### config.mk
export PLATFORM = sky130hd
export DESIGN_NAME = pwm_audio_sched
export DESIGN_NICKNAME = d
export VERILOG_FILES = /design/src/rtl/pwm_sched_pkg.sv /design/src/rtl/pwm_sample_fifo.sv /design/src/rtl/pwm_audio_sched.sv
export SDC_FILE = /design/constraint.sdc
export NUM_CORES = 1
export LEC_CHECK = 0
export BUFFER_PORTS_ARGS = -buffer_cell sky130_fd_sc_hd__buf_4
export CELL_PAD_IN_SITES_DETAIL_PLACEMENT = 0
export CELL_PAD_IN_SITES_GLOBAL_PLACEMENT = 1
export CORE_UTILIZATION = 37
export DETAILED_ROUTE_END_ITERATION = 8
export PLACE_DENSITY = 0.77
export SLEW_MARGIN = 0
export SYNTH_ARGS = -nofsm -noshare
export SYNTH_HDL_FRONTEND = slang
export SYNTH_HIERARCHICAL = 1
export SYNTH_SLANG_ARGS = --single-unit
### constraint.sdc
create_clock -name MasterClock -period 1.8 [get_ports MasterClock]
set_input_delay 0.45 -clock MasterClock [delete_from_list [all_inputs] [get_ports MasterClock]]
set_output_delay 0.45 -clock MasterClock [all_outputs]
set_load 0.01 [all_outputs]
### src/rtl/pwm_sched_pkg.sv
// Shared constants and types for the stereo PWM audio sample scheduler.
package pwm_sched_pkg;

    localparam int SAMPLE_W = 7;
    localparam int PHASE_W  = 7;

    localparam logic [PHASE_W-1:0]  PHASE_LAST  = 7'd127;
    localparam logic [SAMPLE_W-1:0] MUTE_PRESET = 7'h7F;

    typedef enum logic {
        CH_LEFT  = 1'b0,
        CH_RIGHT = 1'b1
    } ch_e;

endpackage

### src/rtl/pwm_sample_fifo.sv
// Per-channel sample buffer: DEPTH-entry FIFO with PWM_SCHED_FIFO_EN,
// otherwise a single holding register with a valid bit.
module pwm_sample_fifo #(
    parameter int W     = 7,
    parameter int DEPTH = 4
) (
    input  logic         clk,
    input  logic         rst_n,
    input  logic         push,
    input  logic         pop,
    input  logic [W-1:0] din,
    output logic [W-1:0] dout,
    output logic         full,
    output logic         empty
);

    if (DEPTH < 2 || (DEPTH & (DEPTH - 1)) != 0) begin : g_bad_depth
        $error("pwm_sample_fifo: DEPTH must be a power of two, 2 or greater");
    end

`ifdef PWM_SCHED_FIFO_EN
    localparam int AW = $clog2(DEPTH);
    localparam int CW = AW + 1;

    logic [W-1:0]  mem [DEPTH];
    logic [AW-1:0] rptr;
    logic [AW-1:0] wptr;
    logic [CW-1:0] count;
    logic [CW-1:0] count_nxt;

    always_comb begin
        count_nxt = count;
        unique case ({push, pop})
            2'b10:   count_nxt = count + CW'(1);
            2'b01:   count_nxt = count - CW'(1);
            default: count_nxt = count;
        endcase
    end

    // Flags are registered from the next count so they settle with the edge.
    always_ff @(posedge clk or negedge rst_n) begin
        if (!rst_n) begin
            rptr  <= '0;
            wptr  <= '0;
            count <= '0;
            full  <= 1'b0;
            empty <= 1'b1;
        end else begin
            if (push) wptr <= wptr + AW'(1);
            if (pop)  rptr <= rptr + AW'(1);
            count <= count_nxt;
            full  <= (count_nxt == CW'(DEPTH));
            empty <= (count_nxt == '0);
        end
    end

    always_ff @(posedge clk) begin
        if (push) mem[wptr] <= din;
    end

    assign dout = mem[rptr];
`else
    logic         valid;
    logic [W-1:0] hold;

    always_ff @(posedge clk or negedge rst_n) begin
        if (!rst_n) begin
            valid <= 1'b0;
            hold  <= '0;
        end else begin
            if (push)     hold  <= din;
            if (push)     valid <= 1'b1;
            else if (pop) valid <= 1'b0;
        end
    end

    assign dout  = hold;
    assign full  = valid;
    assign empty = !valid;
`endif

endmodule

### src/rtl/pwm_audio_sched.sv
// Stereo PWM audio sample scheduler: 128-step timebase, per-channel buffers,
// counter preset loading. Define PWM_SCHED_FIFO_EN for FIFO_DEPTH buffers.
module pwm_audio_sched #(
    parameter int SAMPLE_W   = pwm_sched_pkg::SAMPLE_W,
    parameter int FIFO_DEPTH = 4
) (
    input  logic                MasterClock,
    input  logic                RESETL,
    input  logic                xck_en,
    input  logic                enable,
    input  logic                wr,
    input  logic                wr_chan,
    input  logic [SAMPLE_W-1:0] wr_data,
    input  logic                clr_flags,
    output logic                ldl,
    output logic [SAMPLE_W-1:0] d_l,
    output logic [SAMPLE_W-1:0] d_r,
    output logic [1:0]          drq,
    output logic [1:0]          underrun,
    output logic [1:0]          overrun,
    output logic                period_start
);

    import pwm_sched_pkg::*;

    logic [PHASE_W-1:0]          phase;
    logic [1:0][SAMPLE_W-1:0]    act;
    logic [1:0][SAMPLE_W-1:0]    act_nxt;
    logic [1:0][SAMPLE_W-1:0]    dout;
    logic [1:0]                  full;
    logic [1:0]                  empty;
    logic [1:0]                  push;
    logic [1:0]                  pop;
    logic [1:0]                  ovr_set;
    logic [1:0]                  und_set;
    logic                        wrap;

    assign wrap = enable && xck_en && (phase == PHASE_LAST);

    for (genvar c = 0; c < 2; c++) begin : g_ch
        logic sel;
        assign sel        = wr && (wr_chan == 1'(c));
        assign pop[c]     = wrap && !empty[c];
        // A pop on the same edge frees the slot, so a full buffer still accepts.
        assign push[c]    = sel && (!full[c] || pop[c]);
        assign ovr_set[c] = sel && full[c] && !pop[c];
        assign und_set[c] = wrap && empty[c];
        assign act_nxt[c] = !enable ? '0 : (pop[c] ? dout[c] : act[c]);

        pwm_sample_fifo #(
            .W     (SAMPLE_W),
            .DEPTH (FIFO_DEPTH)
        ) u_fifo (
            .clk   (MasterClock),
            .rst_n (RESETL),
            .push  (push[c]),
            .pop   (pop[c]),
            .din   (wr_data),
            .dout  (dout[c]),
            .full  (full[c]),
            .empty (empty[c])
        );
    end

    always_ff @(posedge MasterClock or negedge RESETL) begin
        if (!RESETL) begin
            phase        <= '0;
            act          <= '0;
            ldl          <= 1'b1;
            d_l          <= SAMPLE_W'(MUTE_PRESET);
            d_r          <= SAMPLE_W'(MUTE_PRESET);
            underrun     <= '0;
            overrun      <= '0;
            period_start <= 1'b0;
        end else begin
            if (!enable)     phase <= '0;
            else if (xck_en) phase <= phase + PHASE_W'(1);
            act <= act_nxt;
            d_l <= ~act_nxt[CH_LEFT];
            d_r <= ~act_nxt[CH_RIGHT];
            // Low only from a wrap until the next step, so the counter sees it once.
            if (wrap)                   ldl <= 1'b0;
            else if (!enable || xck_en) ldl <= 1'b1;
            period_start <= wrap;
            underrun <= (underrun & ~{2{clr_flags}}) | und_set;
            overrun  <= (overrun & ~{2{clr_flags}}) | ovr_set;
        end
    end

    assign drq = ~full;

endmodule

==> impl_results.md, run 1 <==
- Critical Path RT: 2020 ps
- Fin crit period: 1837 ps
- Number of synthesized flops with an enable pin: 0
- Gr usage total: 14.42%
- Area of the multi-input gates: 865.8 sq um
- Crit-path cells: ha_2 > nand4_1 > nor3_2 > o211a_1 > buf_12 > mux2_4
- Crit path max fanout: 8
- Antenna viol nets, final: 0
- Final Util: 47.53%
- Hold buffer count at CTS: 0
- Clk_skew: 11.07 ps
- Overall die area: 6906 sq um
- Ports: 36
- Post-synthesis cell count: 191
- Syn Area/Cell: 12.74 sq um
- Max frequency: 0.5443 GHz
- Crit path capture type: register
- Class of the worst hold path: in2async
- Rel. slew slack: 55.54%
- Crit-path slowest cell: dfrtp_1
- Gate power share: 4.2%
- Crit Path Class: reg2reg
- Layout cells sized above 1: 45.23%
- Clock tree root driver cell: clkbuf_8
- Cells after DPL: 299
- Peak supply drop: 0.3936 mV
- DR WL/cell: 14.27 microns
- CTS tree: done
- DRC viols: 0
- Sw Ratio: 22.54%
- Crit start category: register
- Area growth, synth to finish: 24.01%
- Post-Syn Area: 2434 sq um
- Storage cell area: 1445 sq um
- Initial antenna violation count: 0
- Sequential power share: 51.0%
- TNS Setup: -332.4 ps
- Via density per instance: 5.154
- Max Root-Sink Buffers: 2
- Final GP Congestion: 0.7327
- Largest cells by area after synthesis: dfrtp_1 (43%), dfstp_2 (16%), mux2_4 (8.6%)
- Max-Cap Viols: 0
- Cell accounting for the most synthesized area: dfrtp_1
- YS warnings: 6
- Final hold vios: 0
- Largest net degree at the start of global routing: 58
- Yosys reg bits: 57
- Clock network power share: 44.9%
- Number of global-route vias before repair: 1547
- Layout Cells excl Fill: 318
- Unique cell type count in the Yosys netlist: 34
- RSZ-0062 raised after global routing: true
- H-tree levels: 3
- Measured slew at the worst slew-check pin: 666.9 ps
- Synthesized Nets: 206
- Initial Util: 38.33%
- Pre-antenna DRT Iters: 4
- Vias: 1639
- Slew Limit Fails: 0
- Die width: 83.10 microns
- CTS clk-pin slew, worst paths: 70 ps
- Total CTS buffers: 9
- Primary FF master, synth: dfrtp_1
- Grt total ovfl: 0
- Ys async rst share: 100.0%
- Area share of the largest cell type after synthesis: 43.19%
- # nets final: 251
- Global-route wire length before repair: 7728 microns
- Pwr/cell area: 844.2 nW/um^2
- Internal power: 1.974 mW
- Crit-path max cell delay: 390 ps
- Final worst slack: -37.08 ps
- Psw: 574.3 uW
- Drt initial violations: 75
- Total leakage power: 1.409 nW
- Ant diodes: 0
- Final setup viols: 14
- Worst EP arrival: 2050 ps
- Worst-skew pair later-pin latency: 340 ps
- DPL Wire Length: 3129 microns
- Outcome: finished, violations left
- Die Ht: 83.10 microns
- Row Count: 29
- Port-buffer cells: 35
- Failing checks: negative setup slack
- Routed wire length: 4538 microns
- CTS Sinks: 57
- Register area share after synthesis: 59.38%
- Core area: 6350 sq um
- Filler cells: 566
- Final period util: 102.1%
[layout by cell type, fill, tap and decap left out, types with 3 or more instances in the layout]
cell,netlist,final
a31o_1,6,6
dfstp_2,15,15
nand4_1,3,3
a31oi_1,14,14
a31o_2,8,8
and2_1,4,4
mux2_4,14,14
nand2_1,17,17
buf_4,0,48
inv_1,6,6
clkbuf_8,0,9
dfrtp_1,42,42
nor3_1,16,14
xnor2_1,3,3
[layout make-up]
class	instances	area share (%)
Timing Repair Buffer	50	13.27
Multi-Input combinational cell	112	28.69
Clock inverter	5	1.866
Inverter	6	0.7463
Sequential cell	57	47.89
Tap cell	77	3.192
Clock buffer	11	4.353
[worst max-delay path, delay by kind of cell (launching register included)]
kind            cells  cell delay (ps)
simple gates        2              490
flops               1              390
mux                 1              290
compound gates      1              220
fa+ha+maj           1              200
buf+inv             1              140
[flip-flops by register name, indices dropped and copies added, names as in the netlist]
name and count:
ldl 1, d_r 7, underrun 2, g_ch.u_fifo/dout 14, d_l 7, overrun 2
phase 7, period_start 1, act 14, g_ch.u_fifo/full 2
[routing by layer]
layer | wire length, microns | global-route usage (%) | vias to the layer above | part of all wire, %
met3 | 195 | 4.672 | 7 | 4.3
met5 | 0 | 0 | - | 0
met2 | 1972 | 19.60 | 36 | 43
met1 | 2284 | 20.81 | 820 | 50
li1 | - | - | 776 | -
met4 | 86 | 6.583 | 0 | 1.9
[stage by stage]
step / instance area [sq um] / setup slack [ps] / power, mW / hold WS [ps]
6_report: 3018 / -37.08 / 2.548 / 151.7
4_1_cts: 2990 / 2.205 / 2.568 / 177.0
5_1_grt: 3018 / -95.30 / 2.642 / 211.4
3_5_place_dp: 2800 / 1.131 / 1.425 / 426.3
3_3_place_gp: 2800 / 62.93 / 1.421 / 427.5
2_1_floorplan: 2446 / -16.47 / 1.356 / 154.4
[timing repair]
item	in CTS	in global routing
setup buffers	0	3
setup endpoints to repair	3	28
pin swaps	0	4
resized for setup	1	2
[synth_stat cells (3+ instances only)]
cell type  number
nand4_1         3
buf_2           3
buf_6           4
mux2_4         14
inv_1           6
nor3_1         16
a31oi_1        14
a31o_2          8
and2_1          4
dfstp_2        15
xnor2_1         3
nand2_1        17
clkbuf_1        6
a31o_1          6
dfrtp_1        42
[power by group through the flow]
| stage | Sequential [mW] | Clock, mW | Combinational (mW) |
|---|---|---|---|
| 2_1_floorplan | 1.32 | 0 | 0.0348 |
| 3_3_place_gp | 1.32 | 0 | 0.102 |
| 3_5_place_dp | 1.32 | 0 | 0.105 |
| 4_1_cts | 1.30 | 1.17 | 0.106 |
| 5_1_grt | 1.30 | 1.22 | 0.121 |
| 6_report | 1.30 | 1.14 | 0.107 |
[path summary, 6_finish.rpt]
kind	start	end	slack [ps]	cells past startpoint
min in group MasterClock	wr_data[5]	g_ch[1].u_fifo/dout[5]	350	2
worst min register to register	act[4]	d_l[4]	430	1
max in group asynchronous	RESETL	g_ch[0].u_fifo/full	1200	1
worst min-delay path	RESETL	act[4]	150	1
worst max-delay path	phase[1]	g_ch[1].u_fifo/dout[0]	-40	6
worst max register to register	phase[1]	g_ch[1].u_fifo/dout[0]	-40	6
[kinds of logic (layout without fill, tap and decap cells)]
| family | after synthesis | after routing | synth area share (%) |
|---|---|---|---|
| mux | 15 | 15 | 9.049 |
| flops | 57 | 57 | 59.38 |
| fa+ha+maj | 1 | 1 | 0.5141 |
| xor+xnor | 4 | 4 | 1.440 |
| buf+inv | 22 | 72 | 5.758 |
| simple gates | 52 | 52 | 11.31 |
| compound gates | 40 | 40 | 12.54 |
Note: power is estimated with default switching activity, not from simulation.
==> run 2: changes to the inputs <==
- CTS_CLUSTER_SIZE: default -> 20
- PLACE_DENSITY: 0.77 -> 0.74
- SKIP_LAST_GASP: default -> 1
- clock period: 1.8 -> 1.89 ns (I/O delays scaled with it)
==> impl_results.md, run 2 (same netlist as run 1, synthesis figures left out) <==
- Peak supply drop: 0.5953 mV (+51%)
- Ant diodes: 0 (unchanged)
- Core area: 6350 sq um (unchanged)
- Max-Cap Viols: 0 (unchanged)
- Gr usage total: 14.07% (-0.35 points)
- Total CTS buffers: 9 (unchanged)
- Grt total ovfl: 0 (unchanged)
- Rel. slew slack: 53.88% (-1.7 points)
- Fin crit period: 1805 ps (-31.85 ps)
- DR WL/cell: 14.05 microns (-1.5%)
- Clock tree root driver cell: clkbuf_8
- Critical Path RT: 2110 ps (+90 ps)
- Layout cells sized above 1: 42.80% (-2.4 points)
- Dpl ws: 43.99 ps (+42.86 ps)
- Antenna viol nets, final: 0 (unchanged)
- Largest net degree at the start of global routing: 58 (unchanged)
- Clk_skew: 9.759 ps (-1.315 ps)
- Class of the worst hold path: in2async
- DPL Wire Length: 3046 microns (-2.7%)
- Total leakage power: 1.390 nW (-1.3%)
- Postcts setup bufs: 0 (unchanged)
- RSZ-0062 raised after global routing: true
- Layout Cells excl Fill: 313 (-1.6%)
- Cells after DPL: 297 (-0.67%)
- Die width: 83.10 microns (unchanged)
- Reg2Reg Depth: 6 (unchanged)
- Overall die area: 6906 sq um (unchanged)
- TNS Setup: 0 ps (+332.4 ps)
- CTS tree: done
- CTS Sinks: 57 (unchanged)
- Overall Power: 2.484 mW (-2.5%)
- Worst EP arrival: 2030 ps (-20 ps)
- # nets final: 246 (-2.0%)
- Max Root-Sink Buffers: 2 (unchanged)
- Met1 WL: 2214 microns (-3.1%)
- Initial antenna violation count: 0 (unchanged)
- Pwr/cell area: 833.1 nW/um^2 (-1.3%)
- Number of global-route vias before repair: 1530 (-1.1%)
- Met2 WL: 1850 microns (-6.2%)
- Crit start category: register
- Max frequency: 0.5539 GHz (+1.8%)
- Drt initial violations: 80 (+6.7%)
- Via density per instance: 4.997 (-3.1%)
- Final GP Congestion: 0.7515 (+2.6%)
- Final worst slack: 84.77 ps (+121.9 ps)
- CTS clk-pin slew, worst paths: 70 ps (about the same)
- H-tree levels: 3 (unchanged)
- Ports: 36 (unchanged)
- Final setup viols: 0 (-14)
- Crit path max fanout: 8 (unchanged)
- Slew Limit Fails: 0 (unchanged)
- Die Ht: 83.10 microns (unchanged)
- Vias: 1564 (-4.6%)
- Crit Path Class: reg2reg
- Commonest non-fill, non-tap cell in the layout: buf_4
- DRC viols: 0 (unchanged)
- Measured slew at the worst slew-check pin: 691.8 ps (+24.91 ps)
- Worst hold slack: 184.4 ps (+32.66 ps)
- Worst-skew pair later-pin latency: 340 ps (about the same)
- Row Count: 29 (unchanged)
- Final hold vios: 0 (unchanged)
- Top Metal Used: met4
- Global-route wire length before repair: 7569 microns (-2.1%)
- Outcome: complete, no violations
- Routed wire length: 4399 microns (-3.1%)
- Crit path capture type: register
- Pre-antenna DRT Iters: 4 (unchanged)
- Area growth, synth to finish: 22.52%
- Most frequent cells in the layout: buf_4 (43), dfrtp_1 (42), nand2_1 (17)
- Final period util: 95.51% (-6.5 points)
- DR WL met3: 227 microns (+16%)
- Port-buffer cells: 35 (unchanged)
- Initial Util: 38.33% (unchanged)
==> run 2: cell count changes in the layout (fill, tap and decap cells not counted), sizes merged <==
| cell | before | now |
|---|---|---|
| buf | 50 | 45 |
| clkbuf | 11 | 12 |
| clkinv | 3 | 2 |
==> run 2: power by group <==
group / internal, mW / switching, mW / total [mW]
registers: 1.23 / 0.00617 / 1.24
clock network: 0.680 / 0.476 / 1.16
logic: 0.0352 / 0.0557 / 0.0909
total: 1.95 / 0.538 / 2.48
==> run 2: layout make-up <==
type / instances / area (sq um)
clock buffer: 12 / 155.1
clock inverter: 4 / 51.30
fill: 594 / 3368
inverter: 6 / 22.52
multi-input combinational: 112 / 848.3
sequential: 57 / 1445
tap: 77 / 96.34
timing repair buffer: 45 / 362.8
==> run 2: critical path, cell delays in order (launching register included) <==
cell and delay [ps]:
dfrtp_1 380, ha_1 180, nand4_1 160, nor3_1 310, o211a_1 220, buf_12 140
mux2_4 300
==> run 2: what timing repair did <==
action | in CTS | in global routing
hold buffers | 0 | 0
gates resized for setup | 0 | 1
hold endpoints to repair | 0 | 0
endpoints found under the setup margin | 0 | 16
==> run 2: worst paths after layout <==
check / start / to / slack [ps]
max: phase[0] / g_ch[0].u_fifo/dout[2] / 80
min: RESETL / phase[5] / 180
max reg2reg: phase[0] / g_ch[0].u_fifo/dout[2] / 80
min reg2reg: act[4] / d_l[4] / 430
max in group asynchronous: RESETL / phase[0] / 1250
min in group MasterClock: wr_data[1] / g_ch[0].u_fifo/dout[1] / 370
==> run 2: layer usage <==
layer | GRT usage (%) | up-vias
met5 | 0 | -
met4 | 8.934 | 0
li1 | - | 763
met3 | 3.082 | 10
met1 | 21.01 | 742
met2 | 18.26 | 49
==> run 2: metrics by stage <==
stage / util, % / area [sq um]
after floorplan: - / 2434
after global placement: 43.70 / 2775
after detailed placement: 43.70 / 2775
after CTS: 46.96 / 2982
after global routing: 46.96 / 2982
final: 46.96 / 2982
==> run 3: changes to the inputs <==
- RECOVER_POWER: default -> 100
==> impl_results.md, run 3 (same netlist as run 1, synthesis figures left out) <==
- CTS tree: done
- Pwr/cell area: 855.4 nW/um^2 (+2.7%)
- Clk_skew: 9.508 ps (-0.2518 ps)
- Number of global-route vias before repair: 1530 (unchanged)
- DRC viols: 0 (unchanged)
- Worst hold slack: 377.4 ps (+193.0 ps)
- Drt initial violations: 87 (+8.8%)
- Postcts setup bufs: 0 (unchanged)
- Initial antenna violation count: 0 (unchanged)
- Sw Ratio: 21.57% (-0.10 points)
- Total leakage power: 1.314 nW (-5.5%)
- Largest net degree at the start of global routing: 58 (unchanged)
- Slew Limit Fails: 0 (unchanged)
- Core area: 6350 sq um (unchanged)
- Bufs and invs on worst path: 1 (unchanged)
- Final period util: 95.40% (-0.11 points)
- Max Root-Sink Buffers: 2 (unchanged)
- Initial Util: 38.33% (unchanged)
- Grt total ovfl: 0 (unchanged)
- CTS clk-pin slew, worst paths: 70 ps (about the same)
- Layout Cells excl Fill: 313 (unchanged)
- Final setup viols: 0 (unchanged)
- Crit path max fanout: 8 (unchanged)
- Gate power share: 3.5% (-0.2 points)
- Antenna viol nets, final: 0 (unchanged)
- Global-route wire length before repair: 7569 microns (unchanged)
- Measured slew at the worst slew-check pin: 1365 ps (+673.5 ps)
- Dpl ws: 43.99 ps (unchanged)
- Fin crit period: 1803 ps (-2.075 ps)
- Final hold vios: 0 (unchanged)
- Clock network power share: 46.6% (about the same)
- Max-Cap Viols: 0 (unchanged)
- Worst-skew pair later-pin latency: 330 ps (about the same)
- Outcome: complete, no violations
- DR WL/cell: 14.08 microns (+0.18%)
- Pre-antenna DRT Iters: 4 (unchanged)
- CP Launch Point: phase[0]
- Via density per instance: 5.058 (+1.2%)
- Rel. slew slack: 8.978% (-45 points)
- Area growth, synth to finish: 18.92%
- Total CTS buffers: 9 (unchanged)
- Row Count: 29 (unchanged)
- Hold path start: wr_data[1]
- Crit-path slowest cell: dfrtp_1
- Routed wire length: 4407 microns (+0.18%)
- Overall die area: 6906 sq um (unchanged)
- Port-buffer cells: 35 (unchanged)
- Layout cells sized above 1: 33.05% (-9.7 points)
- H-tree levels: 3 (unchanged)
- Final GP Congestion: 0.7515 (unchanged)
- Worst EP arrival: 2020 ps (about the same)
- Commonest non-fill, non-tap cell in the layout: dfrtp_1
- RSZ-0062 raised after global routing: true
- Final worst slack: 86.85 ps (+2.074 ps)
- Crit start category: register
- Gr usage total: 14.07% (unchanged)
- Die Ht: 83.10 microns (unchanged)
- Vias: 1583 (+1.2%)
- CTS Sinks: 57 (unchanged)
- Crit-path cells: ha_1 > nand4_1 > nor3_1 > o211a_1 > buf_12 > mux2_4
- Cells after DPL: 297 (unchanged)
- Internal power: 1.942 mW (-0.22%)
- Ports: 36 (unchanged)
- Max frequency: 0.5546 GHz (+0.12%)
- FF-to-FF Start: phase[0]
- Peak supply drop: 0.5951 mV (about the same)
- # nets final: 246 (unchanged)
- Ant diodes: 0 (unchanged)
- Die width: 83.10 microns (unchanged)
- Most frequent cells in the layout: dfrtp_1 (42), clkbuf_1 (23), nand2_1 (17), buf_4 (17), nor3_1 (16)
- DPL Wire Length: 3046 microns (unchanged)
- Crit Path Class: reg2reg
- Overall Power: 2.475 mW (-0.34%)
- Class of the worst hold path: in2reg
- Critical Path RT: 2110 ps (about the same)
- Crit-path max cell delay: 390 ps (about the same)
- Crit-path leading delay family: simple AND/OR/NAND/NOR gates
- Crit path capture type: register
- Psw: 534.0 uW (-0.80%)
- Clock tree root driver cell: clkbuf_8
- Sequential power share: 49.9% (about the same)
run 3: power groups by stage:
stage | Combinational, mW | Clock, mW | Sequential (mW)
floorplan | 0.0332 | 0 | 1.26
global placement | 0.0932 | 0 | 1.26
detailed placement | 0.0945 | 0 | 1.26
CTS | 0.0946 | 1.18 | 1.24
global route | 0.0998 | 1.24 | 1.24
finish | 0.0865 | 1.15 | 1.24
run 3: layer usage:
| metal | global-route usage [%] | wire (microns) |
|---|---|---|
| met5 | 0 | 0 |
| met4 | 8.934 | 108 |
| met3 | 3.082 | 208 |
| met2 | 18.26 | 1863 |
| met1 | 21.01 | 2226 |
run 3: path summary, 6_finish.rpt:
check                      slack (ps)                endpoint  cells after the start
setup reg to reg                   90  g_ch[0].u_fifo/dout[2]                      6
min in group asynchronous         450                phase[5]                      1
max in group asynchronous         620                phase[0]                      1
hold / removal                    380  g_ch[0].u_fifo/dout[1]                      2
hold reg to reg                   430                  d_l[4]                      1
setup / recovery                   90  g_ch[0].u_fifo/dout[2]                      6
run 3: cell type report:
cell class | instances | area, sq um
timing repair buffer | 45 | 275.3
multi-input combinational | 112 | 848.3
clock buffer | 12 | 155.1
inverter | 6 | 22.52
fill | 600 | 3456
clock inverter | 4 | 51.30
sequential | 57 | 1445
tap | 77 | 96.34
run 3: what timing repair did:
action	4_1_cts	5_1_grt
gates resized for setup	0	1
endpoints found under the setup margin	0	16
hold buffers	0	0
run 3: per-stage QoR:
stage / setup TNS (ps) / utilization, % / area (sq um)
3_3_place_gp: 0 / 43.70 / 2775
5_1_grt: -463.7 / 45.58 / 2894
3_5_place_dp: 0 / 43.70 / 2775
6_report: 0 / 45.58 / 2894
4_1_cts: 0 / 46.96 / 2982
2_1_floorplan: -333.4 / - / 2434
run 3: worst reg2reg max path: cells and delay by family (launching register included):
| family | cells | cell delay, ps |
|---|---|---|
| AND/OR/NAND/NOR | 2 | 470 |
| flip-flops | 1 | 390 |
| multiplexers | 1 | 300 |
| AO/OA/AOI/OAI | 1 | 220 |
| adder cells (fa/ha/maj) | 1 | 180 |
| buffers and inverters | 1 | 140 |
